<file path="config.mk">
export PLATFORM = sky130hd
export DESIGN_NAME = sort_seq_flat
export DESIGN_NICKNAME = d
export VERILOG_FILES = /design/src/rtl/sort_seq_if.sv /design/src/rtl/sort_seq.sv /design/src/flat_wrapper.sv
export SDC_FILE = /design/constraint.sdc
export NUM_CORES = 1
export LEC_CHECK = 0
export ABC_CLOCK_PERIOD_IN_PS = 4110
export BUFFER_PORTS_ARGS = -buffer_cell sky130_fd_sc_hd__buf_2
export CAP_MARGIN = 20
export CORE_MARGIN = 3
export CORE_UTILIZATION = 55
export DETAILED_ROUTE_END_ITERATION = 10
export GPL_ROUTABILITY_DRIVEN = 1
export PLACE_DENSITY = 0.87
export SLEW_MARGIN = 10
export SYNTH_ARGS = -nofsm -noshare
export SYNTH_HDL_FRONTEND = slang
export SYNTH_SLANG_ARGS = --single-unit
</file>
<file path="constraint.sdc">
create_clock -name clk -period 4.11 [get_ports clk]
set_clock_uncertainty 0.1 [all_clocks]
set_input_delay 0 -clock clk [delete_from_list [all_inputs] [get_ports clk]]
set_output_delay 0 -clock clk [all_outputs]
set_load 0.01 [all_outputs]
</file>
<file path="src/rtl/sort_seq_if.sv">
// Valid/ready bundle between a producer, the sorter and a consumer.
// One vector in, one sorted vector plus swap count out.
interface sort_seq_if #(
   parameter int NUM_VALS = 8,
   parameter int WIDTH    = 4
);
   localparam int VW = NUM_VALS * WIDTH;
   localparam int SW = $clog2(NUM_VALS * (NUM_VALS - 1) / 2 + 1);

   logic          in_valid;
   logic          in_ready;
   logic [VW-1:0] in_data;
   logic          out_valid;
   logic          out_ready;
   logic [VW-1:0] out_data;
   logic [SW-1:0] out_swaps;
   logic          busy;

   modport master (
      output in_valid,
      output in_data,
      output out_ready,
      input  in_ready,
      input  out_valid,
      input  out_data,
      input  out_swaps,
      input  busy
   );

   modport slave (
      input  in_valid,
      input  in_data,
      input  out_ready,
      output in_ready,
      output out_valid,
      output out_data,
      output out_swaps,
      output busy
   );
endinterface

</file>
<file path="src/rtl/sort_seq.sv">
// Sequential bubble sorter: one shared compare-swap per cycle,
// early exit on a pass with no swaps, ascending by element index.
module sort_seq #(
   parameter int NUM_VALS = 8,
   parameter int WIDTH    = 4
) (
   input  logic      clk,
   input  logic      rst_n,
   sort_seq_if.slave bus
);
   localparam int VW = NUM_VALS * WIDTH;
   localparam int SW = $clog2(NUM_VALS * (NUM_VALS - 1) / 2 + 1);
   localparam int JW = $clog2(NUM_VALS);
   localparam logic [JW-1:0] LAST = JW'(NUM_VALS - 2);

   typedef enum logic [1:0] {
      IDLE,
      SORT,
      DONE
   } state_e;

   state_e state_q, state_d;

   logic [WIDTH-1:0] vec_q [NUM_VALS];
   logic [WIDTH-1:0] vec_d [NUM_VALS];

   logic [JW-1:0] i_q, i_d;
   logic [JW-1:0] j_q, j_d;
   logic [SW-1:0] cnt_q, cnt_d;
   logic          flag_q, flag_d;

   logic [JW-1:0]    j_nx;
   logic [WIDTH-1:0] lo;
   logic [WIDTH-1:0] hi;
   logic             swap;
   logic             pass_end;
   logic             any_swap;
   logic [VW-1:0]    packed_vec;

   // The single comparator sees the pair (j, j+1).
   assign j_nx     = j_q + 1'b1;
   assign lo       = vec_q[j_q];
   assign hi       = vec_q[j_nx];
   assign swap     = lo > hi;
   assign pass_end = (j_q == LAST - i_q);
   assign any_swap = flag_q | swap;

   always_comb begin
      state_d = state_q;
      vec_d   = vec_q;
      i_d     = i_q;
      j_d     = j_q;
      cnt_d   = cnt_q;
      flag_d  = flag_q;
      unique case (state_q)
         IDLE: begin
            if (bus.in_valid) begin
               for (int k = 0; k < NUM_VALS; k++) begin
                  vec_d[k] = bus.in_data[k*WIDTH +: WIDTH];
               end
               i_d     = '0;
               j_d     = '0;
               cnt_d   = '0;
               flag_d  = 1'b0;
               state_d = SORT;
            end
         end
         SORT: begin
            if (swap) begin
               vec_d[j_q]  = hi;
               vec_d[j_nx] = lo;
               cnt_d       = cnt_q + 1'b1;
               flag_d      = 1'b1;
            end
            if (!pass_end) begin
               j_d = j_nx;
            end else if (!any_swap || i_q == LAST) begin
               state_d = DONE;
            end else begin
               i_d    = i_q + 1'b1;
               j_d    = '0;
               flag_d = 1'b0;
            end
         end
         DONE: begin
            if (bus.out_ready) begin
               state_d = IDLE;
            end
         end
         default: begin
            state_d = IDLE;
         end
      endcase
   end

   always_ff @(posedge clk or negedge rst_n) begin
      if (!rst_n) begin
         state_q <= IDLE;
         i_q     <= '0;
         j_q     <= '0;
         cnt_q   <= '0;
         flag_q  <= 1'b0;
         for (int k = 0; k < NUM_VALS; k++) begin
            vec_q[k] <= '0;
         end
      end else begin
         state_q <= state_d;
         i_q     <= i_d;
         j_q     <= j_d;
         cnt_q   <= cnt_d;
         flag_q  <= flag_d;
         vec_q   <= vec_d;
      end
   end

   always_comb begin
      packed_vec = '0;
      for (int k = 0; k < NUM_VALS; k++) begin
         packed_vec[k*WIDTH +: WIDTH] = vec_q[k];
      end
   end

   // Results are only visible in DONE.
   assign bus.in_ready  = (state_q == IDLE);
   assign bus.out_valid = (state_q == DONE);
   assign bus.busy      = (state_q != IDLE);
   assign bus.out_data  = (state_q == DONE) ? packed_vec : '0;
   assign bus.out_swaps = (state_q == DONE) ? cnt_q : '0;
endmodule

</file>
<file path="src/flat_wrapper.sv">
// flat-port wrapper written by rule: the top's interface ports become plain ports
module sort_seq_flat 
#(
   parameter int NUM_VALS = 8,
   parameter int WIDTH    = 4
)
  (clk, rst_n, bus_in_valid, bus_in_data, bus_out_ready, bus_in_ready, bus_out_valid, bus_out_data, bus_out_swaps, bus_busy);
  sort_seq_if #(.NUM_VALS(NUM_VALS), .WIDTH(WIDTH)) bus_i ();
  input  logic clk;
  input  logic rst_n;
  input wire logic [$bits(bus_i.in_valid)-1:0] bus_in_valid;
  input wire logic [$bits(bus_i.in_data)-1:0] bus_in_data;
  input wire logic [$bits(bus_i.out_ready)-1:0] bus_out_ready;
  output wire logic [$bits(bus_i.in_ready)-1:0] bus_in_ready;
  output wire logic [$bits(bus_i.out_valid)-1:0] bus_out_valid;
  output wire logic [$bits(bus_i.out_data)-1:0] bus_out_data;
  output wire logic [$bits(bus_i.out_swaps)-1:0] bus_out_swaps;
  output wire logic [$bits(bus_i.busy)-1:0] bus_busy;
  assign bus_i.in_valid = bus_in_valid;
  assign bus_i.in_data = bus_in_data;
  assign bus_i.out_ready = bus_out_ready;
  assign bus_in_ready = bus_i.in_ready;
  assign bus_out_valid = bus_i.out_valid;
  assign bus_out_data = bus_i.out_data;
  assign bus_out_swaps = bus_i.out_swaps;
  assign bus_busy = bus_i.busy;
  sort_seq #(.NUM_VALS(NUM_VALS), .WIDTH(WIDTH)) u_core (.clk(clk), .rst_n(rst_n), .bus(bus_i));
endmodule
</file>
# --- Yosys cells after proc, flatten, opt, wreduce, memory -nomap -nowiden ---
# Index checks and enable logic that the tools add are counted.
word_totals:
  ff_bits: 46
  out_inout_bits: 40
  word_cells: 85
  input_bits: 36
classes:
  eq_ne: 11
  muxes: 37
  add_sub_neg: 4
  n_reduce_logical: 12
  n_lt_le_gt_ge: 5
  bitwise: 3
op_table:
  columns: ["cell", "n"]
  rows:
  - ["32-bit 2-to-1 mux", 3]
  - ["32-bit bitwise mux", 2]
  - ["32-bit case mux with 2 select lines", 1]
  - ["4-bit binary-select mux with 3-bit select", 2]
  - ["4-bit demux with 3-bit select", 2]
  - ["4-bit 2-to-1 mux", 6]
  - ["3-bit 2-to-1 mux", 5]
  - ["5-bit 2-to-1 mux", 3]
  - ["3-bit case mux with 2 select lines", 2]
  - ["5-bit case mux with 2 select lines", 1]
  - ["4-bit greater-or-equal comparator, second input constant", 2]
  - ["4-bit by 1-bit < comparator with 1-bit output, second input constant", 2]
  - ["2-bit 2-to-1 mux", 4]
  - ["3-bit inverter with 4-bit output", 2]
  - ["4-bit AND reduction", 2]
  - ["3-bit by 1-bit adder with 3-bit output, second input constant", 2]
  - ["2-bit by 1-bit != test with 1-bit output, second input constant", 3]
  - ["2-bit != test, second input constant", 3]
  - ["2-bit case mux with 3 select lines", 1]
  - ["3-bit AND reduction", 2]
  - ["5-bit by 1-bit adder with 5-bit output, second input constant", 1]
  - ["4-bit > comparator", 1]
  - ["1-bit 2-to-1 mux", 4]
  - ["2-bit nonzero test", 2]
  - ["13 further kinds", 14]

# --- Depth between registers and ports, before layout ---
# Gate-level depths: netlist of run 1.
logic_depth:
  ltp_word: 12
  ltp_mapped: 15
  depth_no_buf: 13

# --- Worst setup path after synthesis of run 1 ---
# No wires, ideal clock.
synth_path:
  path_kind: "reg2reg"
  startpoint: "register u_core.j_q[0]"
  endpoint: "register u_core.vec_q, in the netlist u_core.packed_vec[2]"
  n_path_buf: 1
  path_slack_ps: 487
  period_less_slack_ps: 3623
  t_arrival_ps: 3373
  setup_ps: 149
  required_ps: 3861
  stages_incl_launch_ff: 14
  cell_sequence: "dfrtp_1 -> ha_1 -> buf_2 -> nand2b_1 -> o2bb2ai_1 -> nor4_4 -> inv_1 -> ha_1 -> nor2b_1 -> o211ai_1 -> a311oi_2 -> o21ai_1 -> a211oi_1 -> a221oi_1"
synth_between:
  elab_chain_len: 9
  word_cells_on_any_way: 26
  classes_between: "add/sub (1); order compare (5); eq/ne (1); mux (14); bitwise (2); reduce/logical (3)"
synth_lines:
  columns: ["item", "line_no", "source"]
  rows:
  - ["start: declaration", "sort_seq.sv:28", "logic [JW-1:0] j_q, j_d;"]
  - ["start signal: assignment", "sort_seq.sv:109", "j_q <= j_d;"]
  - ["branches (longest 9 deep; another with 4-bit > comparator)", null, null]
  - ["end signal: assignment", "sort_seq.sv:112", "vec_q <= vec_d;"]
  - ["end: declaration", "sort_seq.sv:24", "logic [WIDTH-1:0] vec_q [NUM_VALS];"]
# Several ways; the timed one is not identified. The select of a mux whose other input is x is not followed.
# A chain may end at the register's enable or synchronous reset.

# --- Final worst setup path of run 1 ---
layout_path:
  startpoint: "register u_core.j_q[1]"
  endpoint: "register u_core.vec_q, in the netlist u_core.packed_vec[21]"
# The elaborated chain is that of the path after synthesis.

==> impl_metrics.ini, run 1 <==
[sta]
min_period_ps = 3860
finalCritPeriodShare_pct = 94.0
max-slew-margin-rel_pct = 53.4
whs_ps = 121
setup_viol = 0
drv_slew = 0
rsz0062_at_grt = false
fmax_ghz = 0.259
worst_slew_pin_slew_ps = 698
fin_setup_tns_ps = 0
worst_slack_ps = 248
finalHoldViolations = 0

[global_routing]
grt_pass1_wl_um = 19700
grt_pass1_vias = 3987
overflow = 0
antenna_found_initial = 0
grt_max_degree = 47
grt.total_usage_pct = 33.2

[placed_design]
dp_hpwl_um = 8650
place_ws_ps = 261
portBuffers = 75
gp_routability_congestion = 0.986

[synthesis]
yosysSeqAreaShare_pct = 31.8
synthArstFlopShare_pct = 100
ys_ff_latch = 46
synth.area.top_cells = dfrtp_1 32%, and2_1 7.1%, nand2_1 6.0%, mux4_2 5.6%, a21oi_1 4.6%
syn_area_sq_mm = 0.00362
synth_top_area_cell = dfrtp_1
synth_edf_count = 0
syn_nets = 481
syn_area_per_cell_sq_um = 8.29
synth_top_area_share_pct = 31.8
synth-main-ff-cell = dfrtp_1
syn_inst = 436
yosysUniqueCellTypes = 53
synth_warnings = 0

[clock_network]
clock_latency_ps = 310
cts_sinks = 46
clk_pin_slew_worst_paths_ps = 90
h-tree-depth = 2
cts_max_path_buffers = 2
cts_tree = built
cts_made_buffers = 5
cts-root-buf = clkbuf_8

[worst_setup_path]
path_class = flip-flop to flip-flop
critPathCaptureType = flip-flop
r2r_start = u_core.j_q[1]$_DFFE_PN0P_
critical_path_required_ps = 4180
reg2reg_slack_ps = 250
crit_fanout = 26
start_kind = flip-flop
crit_path_start = u_core.j_q[1]$_DFFE_PN0P_
reg2reg_depth = 14
r2r_end = u_core.packed_vec[21]$_DFFE_PN0P_
critPathArrivalTime_ps = 3940

[detailed_routing]
drtPass1Iterations = 5
ant_nets = 0
wl_per_cell_um = 19.8
drt_iter0_drc = 408
vias = 4000
drt_wl_total_um = 12300
vias_per_cell = 6.44
drc = 0

[die]
die-area_sq_mm = 0.00758
core_area_sq_mm = 0.00613
num_rows = 28
io_pins = 76
initial_core_util_pct = 59.0
die_w_um = 87.1
die_y_um = 87.1

[finish]
area_delta_synth_final_pct = 27.3
drive_gt1_share_pct = 22.2
nNetsFinal = 590
antennaDiodeCount = 0
fillCellCount = 470

[worst_hold_path]
hp-class = primary input to asynchronous set/reset pin

[flow_run]
maxCapViolations = 0

[outcome]
outcome = complete, no violations
==> stage by stage <==
step / util (%) / instances / cell area (sq um)
final: 75.1 / 621 / 4600
after global routing: 75.1 / 621 / 4600
after CTS: 74.3 / 620 / 4550
after global placement: 66.8 / 577 / 4100
after floorplan: - / 436 / 3620
after detailed placement: 66.8 / 577 / 4100
==> metal layers <==
metal	part of all wire (%)	global-route usage, %	vias up
li1	-	-	1817
met1	39	41.7	1873
met2	47	53.6	249
met3	9.8	8.61	61
met4	3.4	14.9	0
met5	0	0	-
==> cells in the mapped netlist (all sizes together), types with 3 or more instances <==
| cell type | instances |
|---|---|
| a311oi | 3 |
| ha | 9 |
| nand4 | 4 |
| o31ai | 10 |
| clkbuf | 14 |
| nor2b | 5 |
| mux2i | 7 |
| nor2 | 37 |
| a221oi | 9 |
| nand3 | 6 |
| and2 | 41 |
| dfrtp | 46 |
| inv | 13 |
| buf | 11 |
| a22oi | 9 |
| nor3 | 17 |
| nand2b | 3 |
| mux4 | 9 |
| a221o | 8 |
| a31oi | 3 |
| o21ai | 33 |
| nand3b | 4 |
| xor2 | 6 |
| nand2 | 58 |
| a211oi | 3 |
| o22ai | 7 |
| xnor2 | 4 |
| a21oi | 33 |
| mux2 | 3 |
| o211ai | 4 |
==> layout by cell type, fill, tap and decap left out, types with 3 or more instances in the layout <==
cell type	count
nand2b_1	3
a221o_1	8
nor3_1	17
buf_2	75
and2_1	41
nand3b_1	4
o211ai_1	4
ha_1	9
mux2i_1	7
nor2_1	37
o21ai_0	18
a221oi_1	9
buf_4	16
nand4_1	4
a21oi_1	33
clkbuf_8	5
xnor2_1	3
xor2_1	5
mux4_2	9
o21ai_1	14
inv_1	12
o22ai_1	7
nand3_1	6
a31oi_1	3
nor2b_1	4
a22oi_1	8
o31ai_1	10
dfrtp_1	46
nand2_1	58
dlygate4sd3_1	35
==> state kept, by name (all words and copies together), names as in the netlist <==
signal             cells
u_core.packed_vec     32
u_core.flag_q          1
u_core.cnt_q           5
u_core.i_q             3
u_core.j_q             3
u_core.state_q         2
==> worst max path at each step <==
stage / slack [ps] / end
6_report: 250 / u_core.packed_vec[21]$_DFFE_PN0P_
5_1_grt: 30 / u_core.packed_vec[5]$_DFFE_PN0P_
4_1_cts: 220 / u_core.packed_vec[30]$_DFFE_PN0P_
3_5_place_dp: 260 / u_core.packed_vec[30]$_DFFE_PN0P_
3_3_place_gp: 400 / u_core.packed_vec[30]$_DFFE_PN0P_
2_1_floorplan: 490 / u_core.packed_vec[2]$_DFFE_PN0P_
==> layout make-up <==
| type | instances | area (sq um) | area share [%] |
|---|---|---|---|
| clock inverter | 3 | 40.0 | 0.870 |
| multi-input combinational | 352 | 2330 | 50.6 |
| tap | 75 | 93.8 | 2.04 |
| inverter | 13 | 48.8 | 1.06 |
| timing repair buffer | 127 | 873 | 19.0 |
| sequential | 46 | 1150 | 25.0 |
| clock buffer | 5 | 68.8 | 1.49 |
==> cells by family after synthesis <==
family / Yosys count / synth area share, %
flops: 46 / 31.8
compound gates: 133 / 24.6
mux: 19 / 8.48
buf+inv: 38 / 4.46
fa+ha+maj: 9 / 3.11
simple gates: 181 / 24.7
xor+xnor: 10 / 2.84
==> worst max-delay path, stage by stage (launching register included) <==
cell,delay [ps]
dfrtp_1,400
ha_1,560
buf_4,220
nor2_1,60
o2bb2ai_1,180
nor4_4,310
inv_1,70
ha_1,310
nor2b_1,150
o211ai_1,190
a311oi_2,340
buf_4,340
nand2_1,230
a21oi_1,170
o22ai_1,80
==> timing repair <==
| item | CTS | global route |
|---|---|---|
| hold buffers | 35 | 0 |
| setup buffers | 0 | 0 |
| setup endpoints to repair | 0 | 19 |
| resized for setup | 0 | 2 |
| endpoints found under the hold margin | 82 | 0 |
Power of run 1 is not shown: default switching activity piles up to over one toggle a cycle in this logic, so the estimate is an artifact.
==> run 2: changes to the inputs <==
--- a/config.mk
+++ b/config.mk
@@ -5,11 +5,12 @@
 export SDC_FILE = /design/constraint.sdc
 export NUM_CORES = 1
 export LEC_CHECK = 0
-export ABC_CLOCK_PERIOD_IN_PS = 4110
+export ABC_CLOCK_PERIOD_IN_PS = 4900
 export BUFFER_PORTS_ARGS = -buffer_cell sky130_fd_sc_hd__buf_2
 export CAP_MARGIN = 20
 export CORE_MARGIN = 3
 export CORE_UTILIZATION = 55
+export CTS_BUF_LIST = sky130_fd_sc_hd__clkbuf_8
 export DETAILED_ROUTE_END_ITERATION = 10
 export GPL_ROUTABILITY_DRIVEN = 1
 export PLACE_DENSITY = 0.87
==> constraint.sdc (replaced) <==
create_clock -name clk -period 4.9 [get_ports clk]
set_clock_uncertainty 0.1 [all_clocks]
set_input_delay 0 -clock clk [delete_from_list [all_inputs] [get_ports clk]]
set_output_delay 0 -clock clk [all_outputs]
set_load 0.01 [all_outputs]
==> impl_metrics.ini, run 2 (synthesized netlist as in run 1, its figures left out) <==
[outcome]
outcome = complete, no violations

[detailed_routing]
drt_iter0_drc = 438
wl_per_cell_um = 19.8
vias = 3983
ant_nets = 0
vias_per_cell = 6.50
drc = 0
drtPass1Iterations = 6
drt_wl_total_um = 12100

[global_routing]
grt_pass1_wl_um = 19500
grt_max_degree = 47
grt.total_usage_pct = 33.1
antenna_found_initial = 0
overflow = 0
grt_pass1_vias = 3831

[worst_setup_path]
crit_fanout = 26
critPathArrivalTime_ps = 4260
critPathSlowestCell = nor4_4
cp_cell_sequence = ha_1 > xor2_2 > mux2i_1 > o2bb2ai_1 > nor4_4 > inv_1 > ha_1 > nor2b_1 > o211ai_1 > a311oi_2 > buf_4 > nand2_1 > nand2_1 > o21ai_1
critical_path.top_delay_family = simple AND/OR/NAND/NOR gates
start_kind = flip-flop
critical_path_required_ps = 4970
path_class = flip-flop to flip-flop
max_stage_delay_ps = 560
critPathCaptureType = flip-flop
cp_num_buf_inv = 2

[sta]
fin_setup_tns_ps = 0
rsz0062_at_grt = false
setup_viol = 0
finalHoldViolations = 0
fmax_ghz = 0.239
min_period_ps = 4180
finalCritPeriodShare_pct = 85.4
max-slew-margin-rel_pct = 32.9
drv_slew = 0
worst_slew_pin_slew_ps = 1010

[die]
initial_core_util_pct = 59.0
die-area_sq_mm = 0.00758
die_w_um = 87.1
num_rows = 28
die_y_um = 87.1
io_pins = 76
core_area_sq_mm = 0.00613

[clock_network]
cts_max_path_buffers = 2
clock_latency_ps = 300
cts_repair_resize_count = 0
cts_sinks = 46
cts_made_buffers = 5
clk_pin_slew_worst_paths_ps = 90
cts-root-buf = clkbuf_8
holdBufCountCts = 35
h-tree-depth = 2
cts_tree = built
cts_setup_buffers = 0

[finish]
nNetsFinal = 582
area_delta_synth_final_pct = 24.6
antennaDiodeCount = 0
mostFrequentLayoutCell = buf_2
final_util_pct = 73.5
largest_reg_flops = 32
drive_gt1_share_pct = 20.8
final_cell_mix = 75 x buf_2, 58 x nand2_1, 46 x dfrtp_1

[placed_design]
portBuffers = 75
gp_routability_congestion = 0.996
dp_hpwl_um = 8420

[flow_run]
maxCapViolations = 0

[worst_hold_path]
hp-class = primary input to asynchronous set/reset pin
run 2: cell count changes in the layout (fill, tap and decap cells not counted), sizes merged:
cell,change
buf,-8
bufinv,-1
clkbuf,+1
clkinv,-1
clkinvlp,+1
run 2: final cells by class:
class                      count  area (sq um)
fill                         471          1630
timing repair buffer         119           806
clock inverter                 2          12.5
multi-input combinational    352          2310
inverter                      13          48.8
tap                           75          93.8
clock buffer                   6          82.6
sequential                    46          1150
run 2: routing by layer:
| layer | wire length (um) | part of all wire [%] | global-route usage (%) |
|---|---|---|---|
| met1 | 4670 | 39 | 43.6 |
| met2 | 5740 | 47 | 54.1 |
| met3 | 1330 | 11 | 5.96 |
| met4 | 371 | 3.1 | 12.6 |
| met5 | 0 | 0 | 0 |
run 2: through the flow:
stage	area [sq um]	std cells	setup WS [ps]	hold WS, ps
2_1_floorplan	3620	436	1280	-396
3_3_place_gp	4040	569	976	98.0
3_5_place_dp	4040	569	808	102
4_1_cts	4480	612	776	306
5_1_grt	4510	613	458	103
6_report	4510	613	716	65.3
run 2: worst register-to-register path, cell delays in order (launching register included):
cell and delay (ps):
dfrtp_1 400, ha_1 290, xor2_2 510, mux2i_1 160, o2bb2ai_1 180, nor4_4 560, inv_1 100, ha_1 330
nor2b_1 130, o211ai_1 160, a311oi_2 300, buf_4 340, nand2_1 230, nand2_1 150, o21ai_1 110
run 2: worst paths after layout:
path / startpoint / to / slack (ps) / depth (start not counted)
min: rst_n / u_core.packed_vec[16]$_DFFE_PN0P_ / 70 / 2
min in group clk: bus_out_ready / u_core.state_q[1]$_DFFE_PN0P_ / 350 / 3
max: u_core.j_q[0]$_DFFE_PN0P_ / u_core.packed_vec[23]$_DFFE_PN0P_ / 720 / 14
min reg2reg: u_core.flag_q$_DFFE_PN0P_ / u_core.flag_q$_DFFE_PN0P_ / 430 / 2
max in group asynchronous: rst_n / u_core.packed_vec[29]$_DFFE_PN0P_ / 4120 / 3
max reg2reg: u_core.j_q[0]$_DFFE_PN0P_ / u_core.packed_vec[23]$_DFFE_PN0P_ / 720 / 14
Power of run 2 is left out for the same reason.
